--- src/rtl/keypad_scanner_if.sv ---
// Keypad pin and key-report bundle between the matrix scanner and its consumer.
// master = scanner side (drives columns and key reports), slave = keypad/consumer side.
interface keypad_scanner_if;
    logic [3:0] row;
    logic [3:0] col;
    logic [3:0] key_code;
    logic       key_valid;
    logic       key_held;

    modport master (input row, output col, key_code, key_valid, key_held);
    modport slave  (output row, input col, key_code, key_valid, key_held);
endinterface

--- src/rtl/keypad_scanner.sv ---
// 4x4 matrix keypad scanner: rotating active-low column drive, synchronized row sampling,
// whole-scan debouncing and single-key press reporting with a one-cycle strobe.
module keypad_scanner #(
    parameter int SETTLE_CYCLES  = 4,
    parameter int DEBOUNCE_SCANS = 4
) (
    input  logic             div_clock,
    input  logic             reset,
    keypad_scanner_if.master bus
);
    localparam int SW = (SETTLE_CYCLES > 1) ? $clog2(SETTLE_CYCLES) : 1;
    localparam int MW = $clog2(DEBOUNCE_SCANS + 1);
    localparam logic [SW-1:0] SETTLE_LAST = SW'(SETTLE_CYCLES - 1);
    localparam logic [MW-1:0] MATCH_MAX   = MW'(DEBOUNCE_SCANS);

    typedef enum logic [1:0] {IDLE, ACCEPT, HELD} state_t;

    state_t        state_q, state_d;
    logic [1:0]    col_idx_q, col_idx_d;
    logic [SW-1:0] settle_q, settle_d;
    logic [3:0]    sync1_q, sync2_q;
    logic [15:0]   snap_q, snap_d;
    logic [15:0]   prev_q, prev_d;
    logic [MW-1:0] match_q, match_d;
    logic [3:0]    col_q, col_d;
    logic [3:0]    key_code_q, key_code_d;
    logic          key_valid_q, key_valid_d;
    logic          key_held_q, key_held_d;

    logic          last_settle;
    logic          scan_done;
    logic          stable;
    logic [3:0]    key_idx;

    assign last_settle = (settle_q == SETTLE_LAST);
    assign scan_done   = last_settle && (col_idx_q == 2'd3);

    // Snapshot bit 4r+c holds the pressed state of row r seen while column c was driven.
    for (genvar gi = 0; gi < 16; gi++) begin : g_snap
        assign snap_d[gi] = (last_settle && (col_idx_q == 2'(gi % 4))) ? ~sync2_q[gi / 4]
                                                                        : snap_q[gi];
    end

    always_comb begin
        key_idx = 4'd0;
        for (int i = 0; i < 16; i++) begin
            if (snap_d[i]) key_idx = 4'(i);
        end
    end

    always_comb begin
        settle_d  = last_settle ? '0 : settle_q + SW'(1);
        col_idx_d = last_settle ? col_idx_q + 2'd1 : col_idx_q;
        col_d     = ~(4'b0001 << col_idx_d);

        match_d = match_q;
        prev_d  = prev_q;
        if (scan_done) begin
            if (snap_d == prev_q) begin
                match_d = (match_q == MATCH_MAX) ? MATCH_MAX : match_q + MW'(1);
            end else begin
                match_d = MW'(1);
            end
            prev_d = snap_d;
        end
        // Uses the freshly computed count so the FSM reacts on the same completing edge.
        stable = scan_done && (match_d == MATCH_MAX);

        state_d     = state_q;
        key_code_d  = key_code_q;
        key_valid_d = 1'b0;
        key_held_d  = key_held_q;
        case (state_q)
            IDLE: begin
                if (stable && $onehot(snap_d)) begin
                    state_d     = ACCEPT;
                    key_code_d  = key_idx;
                    key_valid_d = 1'b1;
                    key_held_d  = 1'b1;
                end
            end
            ACCEPT: begin
                state_d = HELD;
            end
            HELD: begin
                // Only a fully released, debounced keypad re-arms the detector.
                if (stable && (snap_d == 16'd0)) begin
                    state_d    = IDLE;
                    key_held_d = 1'b0;
                end
            end
            default: begin
                state_d    = IDLE;
                key_held_d = 1'b0;
            end
        endcase
    end

    always_ff @(posedge div_clock or negedge reset) begin
        if (!reset) begin
            state_q     <= IDLE;
            col_idx_q   <= 2'd0;
            settle_q    <= '0;
            sync1_q     <= 4'b1111;
            sync2_q     <= 4'b1111;
            snap_q      <= 16'd0;
            prev_q      <= 16'd0;
            match_q     <= '0;
            col_q       <= 4'b1110;
            key_code_q  <= 4'd0;
            key_valid_q <= 1'b0;
            key_held_q  <= 1'b0;
        end else begin
            state_q     <= state_d;
            col_idx_q   <= col_idx_d;
            settle_q    <= settle_d;
            sync1_q     <= bus.row;
            sync2_q     <= sync1_q;
            snap_q      <= snap_d;
            prev_q      <= prev_d;
            match_q     <= match_d;
            col_q       <= col_d;
            key_code_q  <= key_code_d;
            key_valid_q <= key_valid_d;
            key_held_q  <= key_held_d;
        end
    end

    assign bus.col       = col_q;
    assign bus.key_code  = key_code_q;
    assign bus.key_valid = key_valid_q;
    assign bus.key_held  = key_held_q;
endmodule

--- src/flat_wrapper.sv ---
// flat-port wrapper written by rule: the top's interface ports become plain ports
module keypad_scanner_flat 
#(
    parameter int SETTLE_CYCLES  = 4,
    parameter int DEBOUNCE_SCANS = 4
)
  (div_clock, reset, bus_row, bus_col, bus_key_code, bus_key_valid, bus_key_held);
  keypad_scanner_if bus_i ();
  input  logic div_clock;
  input  logic reset;
  input wire logic [$bits(bus_i.row)-1:0] bus_row;
  output wire logic [$bits(bus_i.col)-1:0] bus_col;
  output wire logic [$bits(bus_i.key_code)-1:0] bus_key_code;
  output wire logic [$bits(bus_i.key_valid)-1:0] bus_key_valid;
  output wire logic [$bits(bus_i.key_held)-1:0] bus_key_held;
  assign bus_i.row = bus_row;
  assign bus_col = bus_i.col;
  assign bus_key_code = bus_i.key_code;
  assign bus_key_valid = bus_i.key_valid;
  assign bus_key_held = bus_i.key_held;
  keypad_scanner #(.SETTLE_CYCLES(SETTLE_CYCLES), .DEBOUNCE_SCANS(DEBOUNCE_SCANS)) u_core (.div_clock(div_clock), .reset(reset), .bus(bus_i));
endmodule
--- config.mk ---
export PLATFORM = sky130hd
export DESIGN_NAME = keypad_scanner_flat
export DESIGN_NICKNAME = d
export VERILOG_FILES = /design/src/rtl/keypad_scanner_if.sv /design/src/rtl/keypad_scanner.sv /design/src/flat_wrapper.sv
export SDC_FILE = /design/constraint.sdc
export NUM_CORES = 1
export LEC_CHECK = 0
export CELL_PAD_IN_SITES_DETAIL_PLACEMENT = 0
export CELL_PAD_IN_SITES_GLOBAL_PLACEMENT = 1
export CORE_MARGIN = 2
export CORE_UTILIZATION = 40
export CTS_CLUSTER_SIZE = 20
export DETAILED_ROUTE_END_ITERATION = 16
export GPL_ROUTABILITY_DRIVEN = 1
export PLACE_DENSITY_LB_ADDON = 0.05
export SYNTH_ARGS = -nofsm -noshare
export SYNTH_HDL_FRONTEND = slang
export SYNTH_SLANG_ARGS = --single-unit
--- constraint.sdc ---
create_clock -name div_clock -period 6 [get_ports div_clock]
set_input_delay 0.9 -clock div_clock [delete_from_list [all_inputs] [get_ports div_clock]]
set_output_delay 0.9 -clock div_clock [all_outputs]
set_load 0.01 [all_outputs]
; ---- Yosys cells after proc, flatten, opt, wreduce, memory -nomap -nowiden
; Index checks and enable logic that the tools add are counted.
[totals]
register_bits = 59
input_bits = 6
out_inout_bits = 10
wordCells = 106
[classes]
addsub = 18
n_eq_ne = 12
shifts = 1
n_mux = 44
bitwise_logic = 6
n_reduce_logical = 13
[op_table]
columns = operator, count
row1 = 4-bit two-way mux, 14
row2 = 5-bit adder, 7
row3 = 1-bit two-way mux, 21
row4 = 1-bit by 1-bit adder with 2-bit output, 8
row5 = 16-bit == test, 1
row6 = 16-bit zero test, 1
row7 = 3-bit two-way mux, 3
row8 = 2-bit == test (second input constant), 4
row9 = 2-bit two-way mux, 4
row10 = 1-bit logical AND, 7
row11 = 3-bit == test (second input constant), 2
row12 = 2-bit case mux with 3 select lines, 1
row13 = 5-bit by 1-bit == test with 1-bit output (second input constant), 1
row14 = 1-bit inverter, 5
row15 = 2-bit by 1-bit adder with 2-bit output (second input constant), 2
row16 = 2-bit by 1-bit == test with 1-bit output (second input constant), 2
row17 = 2-bit zero test, 2
row18 = 2-bit by 1-bit inequality test with 1-bit output (second input constant), 2
row19 = 4-bit inverter, 1
row20 = 2-bit AND reduction, 2
row21 = 1-bit by 2-bit << shifter with 4-bit output (first input constant), 1
row22 = 3-bit by 1-bit adder with 3-bit output (second input constant), 1
row23 = 1-bit case mux with 3 select lines, 1
row24 = 3-bit AND reduction, 1

; ---- Depth between registers and ports, before layout
[depth]
depth_word = 18
mapped_depth = 22
mapped_depth_nobuf = 22

; ---- Worst setup path after synthesis
; Ideal clock, no wire load.
[synth_timing]
path_kind = register to register
startpoint = reg u_core.settle_q[0]
endpoint = reg u_core.key_code_q[0], in the netlist u_core.bus.key_code[0]
setup_time_ps = 125
arrival_time_ps = 6098
t_required_ps = 5875
path_slack_ps = -223
stages_incl_launch_ff = 21
path_buffers = 2
synth_period_minus_slack_ps = 6223
path_cell_list = dfrtp_1 ha_1 buf_2 nand2_1 clkbuf_1 mux2i_1 inv_1 ha_1 inv_1 fa_1 fa_1 fa_1 inv_1 fa_1 ha_1 fa_1 or4b_2 nor3_1 and3_1 nor4b_4 mux2_2
[synth_between]
word_cells_on_any_way = 59
classes_between = add/sub: 15 / eq/ne: 4 / mux: 33 / reduce/logical: 7
[synth_rtl]
columns = element, line
row1 = start: declaration, keypad_scanner.sv:20  ; logic [SW-1:0] settle_q, settle_d;
row2 = start signal: assignment, keypad_scanner.sv:116  ; settle_q <= settle_d;
row3 = 2-bit == test (*), keypad_scanner.sv:35  ; assign last_settle = (settle_q == SETTLE_LAST);
row4 = 1-bit logical AND (*), keypad_scanner.sv:40  ; assign snap_d[gi] = (last_settle && (col_idx_q == 2'(gi % 4))) ? ~sync2_q[gi / 4]
row5 = 1-bit two-way mux (*), keypad_scanner.sv:40
row6 = named net u_core.snap_d[4], keypad_scanner.sv:22  ; logic [15:0] snap_q, snap_d;
row7 = branches (longest 12 deep; another with 5-bit adder), --
row8 = end signal: assignment, keypad_scanner.sv:123  ; key_code_q <= key_code_d;
row9 = end: declaration, keypad_scanner.sv:26  ; logic [3:0] key_code_q, key_code_d;
; Mark *: on every way through the listed nets, which the timed path passes.
; A chain may end at the register's enable or synchronous reset.

; ---- Worst setup path after layout
[layout_timing]
startpoint = reg u_core.col_idx_q[0]
endpoint = reg u_core.key_code_q[0], in the netlist u_core.bus.key_code[0]
[layout_between]
word_cells_on_any_way = 62
classes_between = add/sub: 15 / eq/ne: 6 / mux: 33 / reduce/logical: 8
[layout_rtl]
columns = element, line
row1 = start: declaration, keypad_scanner.sv:19  ; logic [1:0] col_idx_q, col_idx_d;
row2 = start signal: assignment, keypad_scanner.sv:115  ; col_idx_q <= col_idx_d;
row3 = 2-bit zero test (*), keypad_scanner.sv:40
row4 = 1-bit logical AND (*), keypad_scanner.sv:40
row5 = 1-bit two-way mux (*), keypad_scanner.sv:40
row6 = named net u_core.snap_d[4], keypad_scanner.sv:22
row7 = branches (longest 12 deep; another with 5-bit adder), --
; Marked as above.

==> results.sh <==
export IMPL_outcome="completed"
export IMPL_port_buffers=15
export IMPL_p_r_area_growth_vs_syn_pct=26.3
export IMPL_drv_cap=0
export IMPL_postSynthRegisterBits=59
export IMPL_cell_internal_pwr_uw=786
export IMPL_clock_fmax_mhz=173
export IMPL_core_area_um2=9110
export IMPL_worstSetupPathType="reg -> reg"
export IMPL_placed_cells_incl_taps=524
export IMPL_grt_max_degree=60
export IMPL_antenna_found_initial=0
export IMPL_wl_per_cell_um=17.1
export IMPL_syn_nets=419
export IMPL_worst_ir_drop_vdd_mv=0.150
export IMPL_die_area_um2=10000
export IMPL_p_seq_share_pct=39.2
export IMPL_drc=0
export IMPL_core_rowCount=35
export IMPL_synthesized_area_per_cell_um2=9.91
export IMPL_crit_path_end="u_core.bus.key_code[0]"
export IMPL_cp_max_fo=6
export IMPL_share_of_the_synthesized_area_in_the_top_cell_type_pct=32.5
export IMPL_tritoncts="built"
export IMPL_power_switching_uw=304
export IMPL_route_final_wire_length_mm=9.41
export IMPL_synth_warnings=0
export IMPL_placed_wire_length_estimate_after_detailed_placement_mm=7.16
export IMPL_report_final_setup_viol=0
export IMPL_gr_usage_all_layers_pct=20.5
export IMPL_tritoncts_num_buffers=9
export IMPL_cp_required_ns=6.23
export IMPL_min_delay_path_class="reg -> reg"
export IMPL_r2r_path_start="u_core.col_idx_q[0]"
export IMPL_max_slew_margin_pct=49.1
export IMPL_gp_congestion=0.864
export IMPL_power_share_clock_pct=38.5
export IMPL_worst_r2r_setup_slack_ns=0.23
export IMPL_timing_max_transition_violations_final=0
export IMPL_worst_setup_path_start_kind="flop"
export IMPL_initial_utilization_pct=40.6
export IMPL_detailroute_via_count=2786
export IMPL_final_period_minus_worst_setup_slack_ns=5.77
export IMPL_crit_end_element="flop"
export IMPL_power_density_nw_per_um2=234
export IMPL_post_layout_total_power_mw=1.09
export IMPL_die_height_um=100
export IMPL_cts_sinks=59
export IMPL_combinationalPowerShare_pct=22.3
export IMPL_critPathLaunch="u_core.col_idx_q[0]"
export IMPL_grt_residual_overflow=0
export IMPL_synthArstFlopShare_pct=100
export IMPL_synth_cell_area_um2=3690
export IMPL_timing_final_hold_violations=0
export IMPL_global_route_wire_length_before_repair_mm=15.4
export IMPL_fp_dieW_um=100
export IMPL_design_final_nets=481
export IMPL_leakage_nw=2.18
export IMPL_r2r_end="u_core.bus.key_code[0]"
export IMPL_antenna_cells=0
export IMPL_data_arrival_critical_path_ns=6.00
export IMPL_r2r_depth=21
export IMPL_finalClockSkew_ns=0.0109
export IMPL_postRouteAntennaNets=0
export IMPL_synth_lib_cells_used_distinct=61
export IMPL_instances_no_fill=551
export IMPL_worst_slew_pin_slew_ns=0.764
export IMPL_drt_pre_antenna_iters=4
export IMPL_clock_insertion_delay_worst_skew_ns=0.34
export IMPL_drtIter0Drc=164
export IMPL_sequential_fraction_of_the_synthesis_area_pct=40.3
export IMPL_yosys_most_used_dff="sky130_fd_sc_hd__dfrtp_1"
export IMPL_top_level_ports=16
export IMPL_power_share_switching_pct=27.9
export IMPL_number_of_global_route_vias_before_repair=2768
export IMPL_clk_pin_slew_ns=0.07
export IMPL_synth_area_top_cells="sky130_fd_sc_hd__dfrtp_1, sky130_fd_sc_hd__ha_1, sky130_fd_sc_hd__dfstp_2"
export IMPL_synth_enable_flop_cells=0
export IMPL_synthesis_instances=373
export IMPL_post_route_period_util_pct=96.2
export IMPL_cts_max_path_buffers=2
export IMPL_yosys_area_top_type="sky130_fd_sc_hd__dfrtp_1"
export IMPL_cts_htree_levels=3
export IMPL_clockRootBuffer="sky130_fd_sc_hd__clkbuf_8"
export IMPL_routed_via_density=5.06
export IMPL_post_route_cells_drive_above_1_share_pct=27.0
-- metrics by stage --
step / utilization, % / instance area, um^2 / TNS (ns) / setup WS (ns) / hold slack (ns)
6_report: 51.2 / 4670 / 0 / 0.227 / 0.357
3_5_place_dp: 46.4 / 4220 / -0.398 / -0.139 / 0.347
5_1_grt: 51.2 / 4670 / -0.0271 / -0.0205 / 0.363
3_3_place_gp: 46.4 / 4220 / -0.145 / -0.0495 / 0.346
4_1_cts: 50.0 / 4550 / 0 / 0.0000586 / 0.357
2_1_floorplan: - / 3710 / 0 / 0.0252 / 0.345
-- cell families (layout without fill, tap and decap cells) --
logic type	after synthesis	after routing	share of synthesized area, %
and+or+nand+nor	115	115	17.0
AOI/OAI and AO/OA	78	78	14.4
DFF	59	59	40.3
buffers and inverters	59	126	6.16
adders and majority gates	40	40	15.8
xor gates and xnor gates	12	12	2.84
muxes	10	10	3.49
-- power groups by stage --
stage / Sequential, mW / Clock [mW] / Combinational, mW
floorplan: 0.430 / 0 / 0.155
global placement: 0.434 / 0 / 0.220
detailed placement: 0.434 / 0 / 0.223
CTS: 0.427 / 0.433 / 0.226
global route: 0.429 / 0.446 / 0.287
finish: 0.427 / 0.420 / 0.243
-- what timing repair did --
action | CTS | global route
resized for setup | 16 | 23
setup endpoints to repair | 3 | 5
pin swaps | 3 | 8
setup buffers | 7 | 4
hold buffers | 0 | 0
-- synth_stat cells (8+ instances only) --
library cell and number:
sky130_fd_sc_hd__xor2_1 8, sky130_fd_sc_hd__nand2_1 39, sky130_fd_sc_hd__and2_1 8, sky130_fd_sc_hd__fa_1 11, sky130_fd_sc_hd__inv_1 46, sky130_fd_sc_hd__o21ai_0 29, sky130_fd_sc_hd__nand2b_1 10, sky130_fd_sc_hd__ha_1 29
sky130_fd_sc_hd__nor2_1 12, sky130_fd_sc_hd__dfrtp_1 48, sky130_fd_sc_hd__nor2b_1 9, sky130_fd_sc_hd__dfstp_2 11, sky130_fd_sc_hd__a21oi_1 9
-- flip-flops by register name (all words and copies together) (netlist names) --
name                  count
u_core.bus.col            4
u_core.bus.key_valid      1
u_core.sync1_q            4
u_core.col_idx_q          2
u_core.snap_q            16
u_core.state_q            2
u_core.bus.key_code       4
u_core.sync2_q            4
u_core.match_q            3
u_core.prev_q            16
u_core.settle_q           2
u_core.bus.key_held       1
-- routing by layer --
layer / track usage, % / routed length (um) / share of wire, %
met5: 0 / 0 / 0
met4: 6.22 / 189 / 2.0
met3: 4.46 / 502 / 5.3
met2: 30.2 / 4080 / 43
met1: 30.1 / 4640 / 49
-- how the worst min path moves through the flow --
| stage | cells past startpoint | to | from |
|---|---|---|---|
| 5_1_grt | 0 | u_core.sync2_q[2] | u_core.sync1_q[2] |
| 3_5_place_dp | 0 | u_core.sync2_q[3] | u_core.sync1_q[3] |
| 3_3_place_gp | 0 | u_core.sync2_q[3] | u_core.sync1_q[3] |
| 2_1_floorplan | 0 | u_core.sync2_q[0] | u_core.sync1_q[0] |
| 6_report | 0 | u_core.sync2_q[3] | u_core.sync1_q[3] |
| 4_1_cts | 0 | u_core.sync2_q[3] | u_core.sync1_q[3] |
-- area by class of cell --
type	count	area, um^2
clock buffer	12	155
fill	849	4440
inverter	46	173
clock inverter	4	72.6
multi-input combinational	255	2120
timing repair buffer	64	520
tap	111	139
sequential	59	1490
-- cells in the final DEF (no fill, tap or decap), types with 3 or more instances in the layout --
cell type                          n
sky130_fd_sc_hd__ha_2              3
sky130_fd_sc_hd__clkdlybuf4s50_1  14
sky130_fd_sc_hd__dfrtp_1          47
sky130_fd_sc_hd__a22o_1            3
sky130_fd_sc_hd__a21oi_1           9
sky130_fd_sc_hd__nand3b_1          3
sky130_fd_sc_hd__xor2_1            8
sky130_fd_sc_hd__nand3_1           7
sky130_fd_sc_hd__or4_1             3
sky130_fd_sc_hd__fa_1              9
sky130_fd_sc_hd__ha_1             22
sky130_fd_sc_hd__and2_1            6
sky130_fd_sc_hd__mux2i_1           3
sky130_fd_sc_hd__dfstp_2          11
sky130_fd_sc_hd__clkbuf_8         11
sky130_fd_sc_hd__a21o_1            4
sky130_fd_sc_hd__nor2b_1           9
sky130_fd_sc_hd__a211oi_1          3
sky130_fd_sc_hd__inv_2            10
sky130_fd_sc_hd__mux2i_4           4
sky130_fd_sc_hd__nor2_1           12
sky130_fd_sc_hd__o21ai_0          27
sky130_fd_sc_hd__xnor2_1           4
sky130_fd_sc_hd__o2111ai_1         3
sky130_fd_sc_hd__ha_4              4
sky130_fd_sc_hd__nand4_1           5
sky130_fd_sc_hd__nand2_1          39
sky130_fd_sc_hd__buf_4            47
sky130_fd_sc_hd__nand2b_1         10
sky130_fd_sc_hd__inv_1            36
-- critical path, stage by stage (launching register included) --
cell and delay [ns]:
sky130_fd_sc_hd__dfrtp_2 0.45, sky130_fd_sc_hd__inv_2 0.13, sky130_fd_sc_hd__ha_4 0.15, sky130_fd_sc_hd__nand2_1 0.06, sky130_fd_sc_hd__buf_6 0.14, sky130_fd_sc_hd__mux2i_4 0.18, sky130_fd_sc_hd__inv_2 0.09, sky130_fd_sc_hd__ha_2 0.18
sky130_fd_sc_hd__inv_2 0.04, sky130_fd_sc_hd__fa_1 0.48, sky130_fd_sc_hd__fa_1 0.51, sky130_fd_sc_hd__fa_1 0.51, sky130_fd_sc_hd__inv_2 0.04, sky130_fd_sc_hd__fa_1 0.53, sky130_fd_sc_hd__ha_2 0.20, sky130_fd_sc_hd__fa_1 0.41
sky130_fd_sc_hd__or4b_4 0.54, sky130_fd_sc_hd__nor3_2 0.10, sky130_fd_sc_hd__and3_1 0.19, sky130_fd_sc_hd__nor4b_4 0.27, sky130_fd_sc_hd__buf_4 0.18, sky130_fd_sc_hd__mux2_4 0.29
Power figures use the tool's default switching activity.
